==> config.mk <==
export PLATFORM = sky130hd
export DESIGN_NAME = pipe_sideband_buf_flat
export DESIGN_NICKNAME = d
export VERILOG_FILES = /design/src/rtl/pipe_pkg.sv /design/src/rtl/pipe_sideband_buf_if.sv /design/src/rtl/pipe_slot.sv /design/src/rtl/pipe_sideband_buf.sv /design/src/flat_wrapper.sv
export SDC_FILE = /design/constraint.sdc
export NUM_CORES = 1
export LEC_CHECK = 0
export ABC_AREA = 1
export CAP_MARGIN = 30
export CORE_MARGIN = 2
export CORE_UTILIZATION = 25
export DETAILED_ROUTE_END_ITERATION = 8
export SLEW_MARGIN = 25
export SYNTH_ARGS = -nofsm -noshare
export SYNTH_HDL_FRONTEND = slang
export SYNTH_HIERARCHICAL = 1
export SYNTH_SLANG_ARGS = --single-unit
==> constraint.sdc <==
create_clock -name clk -period 2.87 [get_ports clk]
set_input_delay 0.574 -clock clk [delete_from_list [all_inputs] [get_ports clk]]
set_output_delay 0.574 -clock clk [all_outputs]
set_load 0.02 [all_outputs]
==> src/rtl/pipe_pkg.sv <==
// Shared pipeline definitions: data width, default depth, stage names, start-slot decode.
// No logic here; constants and a constant function only.
// No flow control; consumed at elaboration time.
package pipe_pkg;

  localparam int XLEN           = 32;
  localparam int NSTAGE_DEFAULT = 5;
  // Upper bound on channels, sizes the START_VEC argument of start_of().
  localparam int MAX_CHAN       = 32;

  // Named slots of the core pipeline, youngest first.
  typedef enum int {
    ST_ID  = 0,
    ST_EX  = 1,
    ST_MEM = 2,
    ST_WB  = 3
  } stage_e;

  // Entry slot of channel c from a packed byte-per-channel vector.
  function automatic int start_of(input logic [MAX_CHAN*8-1:0] vec, input int c);
    return int'(vec[8*c +: 8]);
  endfunction

endpackage

==> src/rtl/pipe_sideband_buf_if.sv <==
// Bundle of hazard-unit controls, datapath inputs and slot outputs for the side-band buffer.
// No latency of its own; pure wiring.
// No backpressure: the buffer has no output handshake.
interface pipe_sideband_buf_if
  import pipe_pkg::*;
#(
  parameter int NSTAGE = NSTAGE_DEFAULT,
  parameter int NCHAN  = 1,
  parameter int DW     = XLEN
);

  logic [NSTAGE-1:0]                    stall;
  logic [NSTAGE-1:0]                    flush;
  logic [NCHAN-1:0][DW-1:0]             in_data;
  logic [NCHAN-1:0]                     in_valid;
  logic [NSTAGE-1:0][NCHAN-1:0]         upd_en;
  logic [NSTAGE-1:0][NCHAN-1:0][DW-1:0] upd_data;
  logic [NCHAN-1:0][NSTAGE-1:0][DW-1:0] stream;
  logic [NCHAN-1:0][NSTAGE-1:0]         stream_valid;

  // Pipeline control / datapath side.
  modport master (
    output stall, flush, in_data, in_valid, upd_en, upd_data,
    input  stream, stream_valid
  );

  // The buffer itself.
  modport slave (
    input  stall, flush, in_data, in_valid, upd_en, upd_data,
    output stream, stream_valid
  );

endinterface

==> src/rtl/pipe_slot.sv <==
// One channel/slot register with valid bit; flush > stall > load/bubble priority.
// Latency: one clk edge from source to data/valid.
// Stall holds the slot (a late update is still captured); no other backpressure.
module pipe_slot #(
  parameter int DW = 32
) (
  input  logic          clk,
  input  logic          grst_n,
  input  logic          flush,
  input  logic          stall,
  input  logic          load_src_sel,
  input  logic [DW-1:0] src_data,
  input  logic          src_valid,
  input  logic          upd_en,
  input  logic [DW-1:0] upd_data,
  output logic [DW-1:0] data,
  output logic          valid
);

  // Slot register: flush clears, stall holds (taking a late update), otherwise load or bubble.
  always_ff @(posedge clk or negedge grst_n) begin
    if (!grst_n) begin
      data  <= '0;
      valid <= 1'b0;
    end else if (flush) begin
      data  <= '0;
      valid <= 1'b0;
    end else if (stall) begin
      if (upd_en && valid) begin
        data <= upd_data;
      end
    end else if (load_src_sel) begin
      data  <= src_data;
      valid <= src_valid;
    end else begin
      data  <= '0;
      valid <= 1'b0;
    end
  end

endmodule

==> src/rtl/pipe_sideband_buf.sv <==
// Per-channel side-band shift buffer riding alongside the core pipeline, with late-update ports.
// Latency: in_data visible at the channel's start slot one edge after capture, +1 slot per free edge.
// Stall holds a slot and bubbles the next; flush clears; oldest slot drops its content, no output handshake.
module pipe_sideband_buf
  import pipe_pkg::*;
#(
  parameter int                 NSTAGE    = NSTAGE_DEFAULT,
  parameter int                 NCHAN     = 1,
  parameter int                 DW        = XLEN,
  parameter logic [NCHAN*8-1:0] START_VEC = '0
) (
  input logic                clk,
  input logic                grst_n,
  pipe_sideband_buf_if.slave sb
);

  localparam logic [MAX_CHAN*8-1:0] START_EXT = (MAX_CHAN*8)'(START_VEC);

  logic [NCHAN-1:0][NSTAGE-1:0][DW-1:0] data_q;
  logic [NCHAN-1:0][NSTAGE-1:0]         valid_q;
  // Value a slot hands downstream: its contents, replaced by a late update when the slot is valid.
  logic [NCHAN-1:0][NSTAGE-1:0][DW-1:0] eff;

  if (NCHAN > MAX_CHAN) begin : g_chk_nchan
    $fatal(1, "pipe_sideband_buf: NCHAN exceeds MAX_CHAN");
  end

  for (genvar c = 0; c < NCHAN; c++) begin : g_chan
    localparam int ST = start_of(START_EXT, c);

    if (ST >= NSTAGE) begin : g_chk_start
      $fatal(1, "pipe_sideband_buf: channel start slot out of range");
    end

    for (genvar s = 0; s < NSTAGE; s++) begin : g_slot
      if (s < ST) begin : g_absent
        // Slot does not exist for this channel: constant zero, no storage.
        assign data_q[c][s]  = '0;
        assign valid_q[c][s] = 1'b0;
        assign eff[c][s]     = '0;
      end else begin : g_present
        logic          load_src_sel;
        logic [DW-1:0] src_data;
        logic          src_valid;

        assign eff[c][s] = (sb.upd_en[s][c] && valid_q[c][s]) ? sb.upd_data[s][c] : data_q[c][s];

        if (s == ST) begin : g_entry
          // Entry slot loads straight from the datapath input.
          assign load_src_sel = 1'b1;
          assign src_data     = sb.in_data[c];
          assign src_valid    = sb.in_valid[c];
        end else begin : g_follow
          // A held or flushed upstream slot hands down a bubble; flush kills the older copy.
          assign load_src_sel = !(sb.stall[s-1] || sb.flush[s-1]);
          assign src_data     = eff[c][s-1];
          assign src_valid    = valid_q[c][s-1];
        end

        pipe_slot #(.DW(DW)) u_slot (
          .clk          (clk),
          .grst_n       (grst_n),
          .flush        (sb.flush[s]),
          .stall        (sb.stall[s]),
          .load_src_sel (load_src_sel),
          .src_data     (src_data),
          .src_valid    (src_valid),
          .upd_en       (sb.upd_en[s][c]),
          .upd_data     (sb.upd_data[s][c]),
          .data         (data_q[c][s]),
          .valid        (valid_q[c][s])
        );
      end
    end
  end

  assign sb.stream       = data_q;
  assign sb.stream_valid = valid_q;

  // Update ports of absent slots and the oldest slot's outgoing value have no consumer.
  logic unused_sink;
  assign unused_sink = ^{sb.upd_en, sb.upd_data, eff};

endmodule

==> src/flat_wrapper.sv <==
// flat-port wrapper written by rule: the top's interface ports become plain ports
module pipe_sideband_buf_flat import pipe_pkg::*;
#(
  parameter int                 NSTAGE    = NSTAGE_DEFAULT,
  parameter int                 NCHAN     = 1,
  parameter int                 DW        = XLEN,
  parameter logic [NCHAN*8-1:0] START_VEC = '0
)
  (clk, grst_n, sb_stall, sb_flush, sb_in_data, sb_in_valid, sb_upd_en, sb_upd_data, sb_stream, sb_stream_valid);
  pipe_sideband_buf_if #(.NSTAGE(NSTAGE), .NCHAN(NCHAN), .DW(DW)) sb_i ();
  input logic clk;
  input logic grst_n;
  input wire logic [$bits(sb_i.stall)-1:0] sb_stall;
  input wire logic [$bits(sb_i.flush)-1:0] sb_flush;
  input wire logic [$bits(sb_i.in_data)-1:0] sb_in_data;
  input wire logic [$bits(sb_i.in_valid)-1:0] sb_in_valid;
  input wire logic [$bits(sb_i.upd_en)-1:0] sb_upd_en;
  input wire logic [$bits(sb_i.upd_data)-1:0] sb_upd_data;
  output wire logic [$bits(sb_i.stream)-1:0] sb_stream;
  output wire logic [$bits(sb_i.stream_valid)-1:0] sb_stream_valid;
  assign sb_i.stall = sb_stall;
  assign sb_i.flush = sb_flush;
  assign sb_i.in_data = sb_in_data;
  assign sb_i.in_valid = sb_in_valid;
  assign sb_i.upd_en = sb_upd_en;
  assign sb_i.upd_data = sb_upd_data;
  assign sb_stream = sb_i.stream;
  assign sb_stream_valid = sb_i.stream_valid;
  pipe_sideband_buf #(.NSTAGE(NSTAGE), .NCHAN(NCHAN), .DW(DW), .START_VEC(START_VEC)) u_core (.clk(clk), .grst_n(grst_n), .sb(sb_i));
endmodule
==> results.py <==
metrics = {
    "global_route": {
        "grt_overflow_total": 0,
        "grt.busiest_layer": "met2",
        "grt_use_met2_pct": 32.1,
        "grt_first_pass_wirelength_microns": 71300,
        "antenna_violations_before_repair": 0,
        "grtUsageMet3_pct": 3.87,
        "grt_use_met1_pct": 25.1,
        "grtUsageTotal_pct": 19.1,
        "grt_start_max_net_pins": 91,
        "grt_pass1_vias": 12100,
    },
    "clock_tree": {
        "clock_insertion_delay_worst_skew_ns": 0.45,
        "post_cts_buffers": 0,
        "clock_tree_from_tritoncts": "built",
        "clock_net_sink_count": 165,
        "hold_buffer_count_at_cts": 0,
        "numCtsBuffers": 17,
        "htree_levels": 4,
        "cts_root_buffer": "sky130_fd_sc_hd__clkbuf_16",
        "cts.repair.resized": 0,
        "clkSlewWorstSetupHoldPaths_ns": 0.07,
        "cts-root-to-sink-buffers": 2,
    },
    "timing": {
        "timing_max_transition_violations_final": 0,
        "setup_viol": 0,
        "worst_relative_slew_slack_pct": 50.4,
        "fmax_mhz": 447,
        "report.final.hold_viol_count": 0,
        "setup_repair_after_global_routing_missed_its_margin": "false",
        "share_of_the_clock_period_used_by_the_worst_path_pct": 78.0,
        "timing.final.crit_period_ns": 2.24,
        "worst_clk_skew_ns": 0.0130,
        "setup-tns-final_ns": 0,
        "final.hold.worst_slack_ns": 0.125,
        "worst_pin_slew_ns": 0.742,
    },
    "job": {
        "max_cap_violations": 0,
    },
    "yosys": {
        "yosys_warnings": 6,
        "synth.avg_cell_area_sq_um": 6.56,
        "ys_ff_latch": 165,
        "netlist_area_sq_mm": 0.0113,
        "yosysUniqueCellTypes": 19,
        "synth_sequential_area_ratio_pct": 36.7,
        "synth_area_leaders": "sky130_fd_sc_hd__dfrtp_1 37%, sky130_fd_sc_hd__nand2_1 29%, sky130_fd_sc_hd__nand3_1 13%, sky130_fd_sc_hd__nand4_1 8.9%, sky130_fd_sc_hd__buf_2 3.4%",
        "synthesis.nets": 1926,
        "synth_area_leader_cell": "sky130_fd_sc_hd__dfrtp_1",
        "netlist.area_leader.share_pct": 36.7,
        "postSynthCellCount": 1716,
    },
    "routing": {
        "postRouteAntennaNets": 0,
        "post-route-drc-count": 0,
        "wl_per_cell_microns": 17.5,
        "dr.pass1.iters": 5,
        "route.final.wire_length_microns": 45400,
        "num_vias": 12600,
        "post_drt_via_cell_ratio": 4.88,
        "drt-initial-drc-count": 812,
    },
    "worst_setup_path": {
        "worst_r2r_path_depth": 5,
        "cp-start-kind": "register",
        "critPathTopFamily": "buffers and inverters",
        "crit_path_cell_trace": "clkdlybuf4s50_1",
        "cp.arrival_ns": 1.66,
        "worst_path_max_delay_cell": "sky130_fd_sc_hd__clkdlybuf4s50_1",
        "critPathBufInv": 1,
        "critical_path.max_stage_delay_ns": 0.70,
        "worstSetupEndpointType": "output pin",
        "r2r_setup_slack_ns": 0.90,
        "critical_path_peak_fanout": 5,
        "worst_ep_required_time_ns": 2.30,
        "crit_type": "reg2out",
    },
    "finish": {
        "most_frequent_standard_cell_in_the_layout_excluding_fill_and_tap_cells": "sky130_fd_sc_hd__nand2_1",
        "final_layout_size_suffix_gt1_share_pct": 6.16,
        "final_cell_mix": "871 x sky130_fd_sc_hd__nand2_1, 366 x sky130_fd_sc_hd__clkdlybuf4s50_1, 298 x sky130_fd_sc_hd__nand3_1",
        "area_delta_synth_final_pct": 39.2,
        "fillers": 4776,
        "final_net_count": 2194,
        "final-instance-count-excl-fill": 2590,
    },
    "pwr": {
        "leakage_nw": 7.93,
        "power.density_mw_per_mm2": 400,
        "worst_ir_drop_vdd_mv": 0.269,
    },
    "placement": {
        "numPlacedInstances": 2557,
        "routabilityCongestion": 0.870,
        "dp_hpwl_microns": 33800,
        "port_buffers": 374,
    },
    "floorplanning": {
        "rows": 77,
        "io_pins": 375,
        "dieArea_sq_mm": 0.0467,
        "die_width_microns": 216,
        "dieHeight_microns": 216,
        "start_util_pct": 25.4,
        "design.core.area_sq_mm": 0.0443,
    },
    "worst_hold_path": {
        "min_path_type": "in2async",
    },
    "status": {
        "outcome": "complete, no violations",
    },
}
## worst max-delay path by stage
stage            startpoint            endpoint  cells past startpoint
2_1_floorplan  sb_upd_en[0]            register                      8
5_1_grt            register  sb_stream_valid[1]                      1
3_3_place_gp   sb_upd_en[3]            register                      9
3_5_place_dp   sb_upd_en[3]            register                      7
6_report           register  sb_stream_valid[1]                      1
4_1_cts            register  sb_stream_valid[1]                      1
## state kept, by name, indices dropped and copies added, names as in the netlist
signal,flops
u_core/g_chan.g_slot.g_present.u_slot/data,160
u_core/g_chan.g_slot.g_present.u_slot/valid,5
## logic make-up after synthesis
group / Yosys count / synth area share [%]
other: 1 / 0.0333
DFF: 165 / 36.7
buffers and inverters: 173 / 9.18
AOI/OAI and AO/OA: 10 / 0.611
and+or+nand+nor: 1367 / 53.5
## worst register-to-register path: cells and delay by family (launching register included)
family	cells	cell delay, ns
compound gates	1	0.27
buf+inv	1	0.37
flops	1	0.52
simple gates	3	0.75
## cell type report
type                       instances  area, sq um  area share (%)
tap                              592          741            4.73
timing repair buffer             412         4050            25.8
clock buffer                      23          478            3.05
clock inverter                     9          118           0.751
antenna                            1         2.50          0.0160
inverter                          10         37.5           0.240
sequential                       165         4130            26.4
multi-input combinational       1378         6120            39.0
## layer usage
layer | vias up | part of all wire (%)
met2 | 500 | 47
met1 | 5909 | 44
met5 | - | 0
met4 | 0 | 1.5
li1 | 6186 | -
met3 | 32 | 7.1
## cells in the mapped netlist, drive strengths merged
| cell type | instances |
|---|---|
| nand2 | 905 |
| nand3 | 298 |
| dfrtp | 165 |
| nand4 | 160 |
| buf | 138 |
| clkbuf | 25 |
| inv | 10 |
| a21oi | 5 |
| o21ai | 5 |
| nor2 | 4 |
| conb | 1 |
## power by group
group          internal (mW)  switching, mW
clock                   1.36           1.03
sequential              2.42         0.0913
combinational          0.592          0.768
## stage by stage
stage | util (%) | instance area, sq um | worst slack, ns | power (mW)
final | 35.4 | 15700 | 0.633 | 6.26
after global routing | 35.4 | 15700 | 0.564 | 6.57
after CTS | 35.4 | 15700 | 0.572 | 6.37
after detailed placement | 34.0 | 15100 | 0.574 | 3.91
after global placement | 34.0 | 15100 | 0.602 | 3.91
after floorplan | - | 11300 | 1.57 | 3.18
Note: power is estimated with default switching activity, not from simulation.
